--- src/rtl/vga_sync_receiver.sv ---
// Receive side of the VGA timing generator: samples HSync/VSync/pixel, locks onto
// the frame structure and regenerates column/line counters aligned to each pixel.
module vga_sync_receiver #(
    parameter int H_VISIBLE_AREA = 640,
    parameter int H_FRONT_PORCH  = 16,
    parameter int H_SYNC_PULSE   = 96,
    parameter int H_TOTAL        = 800,
    parameter int V_VISIBLE_AREA = 480,
    parameter int V_FRONT_PORCH  = 10,
    parameter int V_SYNC_PULSE   = 2,
    parameter int V_TOTAL        = 525
) (
    input  logic       i_Clk,
    input  logic       i_Reset,
    input  logic       i_VGA_HSync,
    input  logic       i_VGA_VSync,
    input  logic [8:0] i_VGA_Pixel,
    output logic [9:0] o_H_Counter,
    output logic [9:0] o_V_Counter,
    output logic [8:0] o_Pixel,
    output logic       o_Pixel_Valid,
    output logic       o_Frame_Start,
    output logic       o_Locked,
    output logic [7:0] o_Error_Count
);

    typedef enum logic [1:0] {
        SEARCH  = 2'd0,
        H_ALIGN = 2'd1,
        V_ALIGN = 2'd2,
        LOCKED  = 2'd3
    } state_t;

    localparam logic [9:0] HS_START = 10'(H_VISIBLE_AREA + H_FRONT_PORCH);
    localparam logic [9:0] HS_END   = 10'(H_VISIBLE_AREA + H_FRONT_PORCH + H_SYNC_PULSE);
    localparam logic [9:0] VS_START = 10'(V_VISIBLE_AREA + V_FRONT_PORCH);
    localparam logic [9:0] VS_END   = 10'(V_VISIBLE_AREA + V_FRONT_PORCH + V_SYNC_PULSE);
    localparam logic [9:0] H_LAST   = 10'(H_TOTAL - 1);
    localparam logic [9:0] V_LAST   = 10'(V_TOTAL - 1);
    localparam logic [9:0] H_VIS    = 10'(H_VISIBLE_AREA);
    localparam logic [9:0] V_VIS    = 10'(V_VISIBLE_AREA);

    state_t     state;
    state_t     state_next;

    logic       hs_q, vs_q, hs_p, vs_p;
    logic [8:0] pix_q;
    logic [9:0] h_cnt, v_cnt;
    logic       rise_ok;

    logic       hs_fall, hs_rise, vs_fall, vs_rise;
    logic       h_at_start, h_at_end, h_at_zero;
    logic       exp_hs_low, exp_vs_low, sync_mismatch;

    logic       h_seed, v_seed, err_inc;
    logic [9:0] h_cur, v_cur;
    logic       locked_next, valid_next, frame_next;

    // Input stage: one register of the pins plus the previous sync levels for edges.
    always_ff @(posedge i_Clk) begin
        if (i_Reset) begin
            hs_q  <= 1'b1;
            vs_q  <= 1'b1;
            hs_p  <= 1'b1;
            vs_p  <= 1'b1;
            pix_q <= '0;
        end else begin
            hs_q  <= i_VGA_HSync;
            vs_q  <= i_VGA_VSync;
            hs_p  <= hs_q;
            vs_p  <= vs_q;
            pix_q <= i_VGA_Pixel;
        end
    end

    // h_cnt/v_cnt are the free-running position of the sample currently in hs_q/pix_q.
    assign hs_fall       = hs_p & ~hs_q;
    assign hs_rise       = ~hs_p & hs_q;
    assign vs_fall       = vs_p & ~vs_q;
    assign vs_rise       = ~vs_p & vs_q;
    assign h_at_start    = (h_cnt == HS_START);
    assign h_at_end      = (h_cnt == HS_END);
    assign h_at_zero     = (h_cnt == 10'd0);
    assign exp_hs_low    = (h_cnt >= HS_START) && (h_cnt < HS_END);
    assign exp_vs_low    = (v_cnt >= VS_START) && (v_cnt < VS_END);
    assign sync_mismatch = (hs_q == exp_hs_low) || (vs_q == exp_vs_low);

    always_ff @(posedge i_Clk) begin
        if (i_Reset) begin
            state <= SEARCH;
        end else begin
            state <= state_next;
        end
    end

    always_comb begin
        state_next = state;
        case (state)
            SEARCH: begin
                if (hs_fall) state_next = H_ALIGN;
            end
            H_ALIGN: begin
                if (hs_fall && h_at_start && rise_ok) state_next = V_ALIGN;
            end
            V_ALIGN: begin
                if ((hs_fall && !h_at_start) || (hs_rise && !h_at_end)) begin
                    state_next = SEARCH;
                end else if (vs_fall && h_at_zero) begin
                    state_next = LOCKED;
                end else if ((vs_fall || vs_rise) && !h_at_zero) begin
                    state_next = SEARCH;
                end
            end
            LOCKED: begin
                if (sync_mismatch) state_next = SEARCH;
            end
            default: state_next = SEARCH;
        endcase
    end

    // Seeding replaces the free-running position of the current sample, so the
    // counters and outputs for that same sample already carry the aligned value.
    always_comb begin
        h_seed  = 1'b0;
        v_seed  = 1'b0;
        err_inc = 1'b0;
        case (state)
            SEARCH:  h_seed  = hs_fall;
            H_ALIGN: h_seed  = hs_fall && !(h_at_start && rise_ok);
            V_ALIGN: v_seed  = (state_next == LOCKED);
            LOCKED:  err_inc = (state_next == SEARCH);
            default: ;
        endcase
        h_cur       = h_seed ? HS_START : h_cnt;
        v_cur       = v_seed ? VS_START : v_cnt;
        locked_next = (state_next == LOCKED);
        valid_next  = locked_next && (h_cur < H_VIS) && (v_cur < V_VIS);
        frame_next  = locked_next && (h_cur == 10'd0) && (v_cur == 10'd0);
    end

    always_ff @(posedge i_Clk) begin
        if (i_Reset) begin
            h_cnt   <= '0;
            v_cnt   <= '0;
            rise_ok <= 1'b0;
        end else begin
            h_cnt <= (h_cur == H_LAST) ? 10'd0 : h_cur + 10'd1;
            if (h_cur == H_LAST) begin
                v_cnt <= (v_cur == V_LAST) ? 10'd0 : v_cur + 10'd1;
            end else begin
                v_cnt <= v_cur;
            end
            if (h_seed) begin
                rise_ok <= 1'b0;
            end else if (hs_rise) begin
                rise_ok <= h_at_end;
            end
        end
    end

    // o_Pixel_Valid qualifies o_Pixel/o_H_Counter/o_V_Counter each cycle; there is no backpressure.
    always_ff @(posedge i_Clk) begin
        if (i_Reset) begin
            o_H_Counter   <= '0;
            o_V_Counter   <= '0;
            o_Pixel       <= '0;
            o_Pixel_Valid <= 1'b0;
            o_Frame_Start <= 1'b0;
            o_Locked      <= 1'b0;
            o_Error_Count <= '0;
        end else begin
            o_Locked      <= locked_next;
            o_Pixel_Valid <= valid_next;
            o_Frame_Start <= frame_next;
            o_Pixel       <= valid_next ? pix_q : 9'd0;
            if (state_next != SEARCH) begin
                o_H_Counter <= h_cur;
                o_V_Counter <= v_cur;
            end
            if (err_inc && (o_Error_Count != 8'hFF)) begin
                o_Error_Count <= o_Error_Count + 8'd1;
            end
        end
    end

endmodule

--- config.mk ---
export PLATFORM = sky130hd
export DESIGN_NAME = vga_sync_receiver
export DESIGN_NICKNAME = d
export VERILOG_FILES = /design/src/rtl/vga_sync_receiver.sv
export SDC_FILE = /design/constraint.sdc
export NUM_CORES = 1
export LEC_CHECK = 0
export BUFFER_PORTS_ARGS = -buffer_cell sky130_fd_sc_hd__buf_2
export CORE_MARGIN = 10
export CORE_UTILIZATION = 30
export CTS_BUF_LIST = sky130_fd_sc_hd__clkbuf_2
export CTS_CLUSTER_DIAMETER = 200
export DETAILED_ROUTE_END_ITERATION = 6
export PLACE_DENSITY_LB_ADDON = 0.2
export REMOVE_ABC_BUFFERS = 1
export SETUP_SLACK_MARGIN = 0.4
export SKIP_LAST_GASP = 1
export SYNTH_ARGS = -nofsm -noshare
export SYNTH_HDL_FRONTEND = slang
export SYNTH_SLANG_ARGS = --single-unit
--- constraint.sdc ---
create_clock -name i_Clk -period 11.6 [get_ports i_Clk]
set_input_delay 0.58 -clock i_Clk [delete_from_list [all_inputs] [get_ports i_Clk]]
set_output_delay 0.58 -clock i_Clk [all_outputs]
set_load 0.02 [all_outputs]
==> results.yml <==
cts:
  postCtsSetupBuffers: 0
  htree_levels: 3
  ctsHoldBuffers: 0
  clock_latency_ns: 0.53
  cts.sinks: 76
  clockBufferDepth: 2
  cts_tree: "done"
  cts_resized: 0
  clkTransAtPathRegs_ns: 0.22
  cts_buffers: 9
  cts_root_buffer: "clkbuf_2"
logic_synthesis:
  ys_seq_area_share_pct: 43.5
  ys.flop_type: "dfxtp_1"
  synthDistinctLibCells: 53
  synth.avg_cell_area_um2: 9.28
  synth.cell_area_um2: 3500
  ys_ff_latch: 76
  synth-edff-count: 0
  synthCells: 377
  yosys_warnings: 0
  async_flop_share_pct: 0
worst_hold_path:
  hold_path_class: "in -> reg"
floorplan:
  fp.dieH_um: 128
  ios: 53
  die_area_um2: 16400
  num_rows: 39
  initial_core_util_pct: 30.6
  die_x_um: 128
  core_area_um2: 11400
placed_design:
  hpwl_mm: 5.60
  io_buffers: 52
  place_congestion: 0.814
  pre_cts_ws_ns: 7.46
routing:
  num_vias: 2774
  antenna_left: 0
  drtIter0Drc: 173
  routed_via_density: 4.92
  dr.pass1.iters: 4
  drcViolationCount: 0
  routed_wl_mm: 8.17
  routedWlPerCell_um: 14.5
timing:
  slew_headroom_pct: 13.5
  fmax_mhz: 238
  period_minus_slack_ns: 4.19
  finClkSkew_ns: 0.0128
  finalMaxSlewViolations: 0
  finalSetupViolCount: 0
  hold_viol: 0
  tns_ns: 0
  rsz0062_at_grt: "no"
  finalCritPeriodShare_pct: 36.1
  worst_pin_slew_ns: 1.29
  setup_slack_ns: 7.41
layout:
  fin_util_pct: 34.3
  fin_nets: 435
  area_delta_synth_final_pct: 11.8
  drive_above_1_share_pct: 21.4
  insertedDiodeCount: 0
critical_path:
  regToRegSetupSlack_ns: 7.41
  crit_required_ns: 12.04
  worstSetupEndpointType: "flop"
  critPathKind: "reg -> reg"
  critPathLaunchType: "flop"
  worstPathArrival_ns: 4.64
  path_max_fanout: 15
flow_run:
  drv_cap: 0
outcome:
  outcome: "completed"
pwr:
  vdd_drop_max_mv: 0.0487
  p_leak_nw: 1.63
  cellPowerDensity_nw_per_um2: 111
global_route:
  grt_max_degree: 75
  grt_pass1_wl_mm: 13.9
  grt_pass1_vias: 2806
  grt_remaining_overflow: 0
  grt_usage_pct: 10.2
  antenna_found_initial: 0
-- worst max-delay path, stage by stage, from the launching register on --
cell	delay, ns
dfxtp_1	0.45
or4_4	0.56
or4_4	0.53
or4_1	0.69
nand2_1	0.23
ha_1	0.15
or4b_2	0.60
nor3_1	0.39
a21o_1	0.30
nand2b_1	0.16
nor2_1	0.06
-- logic make-up after synthesis --
logic type               after synthesis  synth area share (%)
AO/OA/AOI/OAI                         54                  10.2
XOR/XNOR                              13                  3.25
adder cells (fa/ha/maj)                6                  2.15
buffers and inverters                 35                  4.65
flip-flops                            76                  43.5
multiplexers                          22                  7.08
AND/OR/NAND/NOR                      171                  29.2
-- report_power, final --
part / switching [W] / internal, W
sequential: 0.00000436 / 0.000267
combinational: 0.0000211 / 0.0000160
clock: 0.0000971 / 0.0000284
total: 0.000123 / 0.000311
-- synthesized netlist by cell type, types with 2 or more instances --
cell	n	area (um2)
a211oi_1	3	22.5
a21o_1	2	15.0
a21oi_1	16	80.1
a22oi_1	2	15.0
a31oi_1	3	18.8
and2_1	15	93.8
and3_1	2	12.5
and4_1	2	17.5
and4b_1	2	20.0
buf_2	2	10.0
buf_6	3	33.8
clkbuf_1	17	63.8
clkbuf_2	2	10.0
dfxtp_1	76	1520
ha_1	6	75.1
inv_1	10	37.5
mux2_2	2	22.5
mux2_4	5	75.1
mux2i_1	15	150
nand2_1	16	60.1
nand2b_1	19	119
nand3_1	13	65.1
nand3b_1	9	67.6
nand4_1	4	25.0
nand4b_1	2	17.5
nor2_1	30	113
nor2b_1	17	106
nor3_1	7	35.0
nor4_1	6	37.5
o21ai_0	6	30.0
o21bai_1	8	60.1
o31ai_1	8	60.1
or2_2	5	31.3
or3_1	3	18.8
or3b_2	2	17.5
or4_1	8	60.1
or4_4	2	22.5
xnor2_1	5	43.8
xor2_1	8	70.1
-- path summary, 6_finish.rpt --
check | start | end | cells past startpoint
setup / recovery | h_cnt[3] | v_cnt[9] | 10
hold / removal | i_VGA_VSync | vs_q | 2
setup reg to reg | h_cnt[3] | v_cnt[9] | 10
hold reg to reg | pix_q[1] | o_Pixel[1] | 1
-- layout by cell type (no fill, tap or decap), types with 3 or more instances in the layout --
cell type / instances
clkinvlp_4: 3
or4_1: 8
nand3_1: 13
nor3_1: 7
or2_2: 5
o21ai_0: 6
a21oi_1: 16
nor4_1: 6
dfxtp_1: 76
nand2_1: 16
ha_1: 6
nor2b_1: 17
nand2b_1: 19
o21bai_1: 8
a211oi_1: 3
nor2_1: 30
clkbuf_2: 10
xor2_1: 8
o31ai_1: 8
buf_2: 52
mux2i_1: 15
a31oi_1: 3
or3_1: 3
inv_1: 10
nand3b_1: 9
and2_1: 15
mux2_4: 5
nand4_1: 4
xnor2_1: 5
-- metrics by stage --
stage	std cells	hold WS, ns	total power [W]	instance area [um2]
after detailed placement	548	0.411	0.000314	3820
after global placement	548	0.408	0.000314	3820
final	564	0.218	0.000434	3910
after floorplan	352	0.406	0.000301	3370
after global routing	564	0.139	0.000459	3910
after CTS	564	0.155	0.000444	3910
-- metal layers --
layer | global-route usage [%] | share of wire [%] | vias up
met5 | 0 | 0 | -
met4 | 3.31 | 0.44 | 0
met3 | 3.93 | 5.9 | 5
met2 | 15.6 | 47 | 59
met1 | 13.0 | 47 | 1312
li1 | - | - | 1398
-- registers in the layout (all words and copies together) (netlist names) --
name	cells
h_cnt	10
hs_p	1
hs_q	1
o_Error_Count	8
o_Frame_Start	1
o_H_Counter	10
o_Locked	1
o_Pixel	9
o_Pixel_Valid	1
o_V_Counter	10
pix_q	9
rise_ok	1
state	2
v_cnt	10
vs_p	1
vs_q	1
-- area by class of cell --
class	count	area (um2)
Timing Repair Buffer	53	268
Fill cell	1209	7510
Sequential cell	76	1520
Clock inverter	6	41.3
Inverter	10	37.5
Multi-Input combinational cell	266	1820
Tap cell	143	179
Clock buffer	10	50.0
Note: power is estimated with default switching activity, not from simulation.
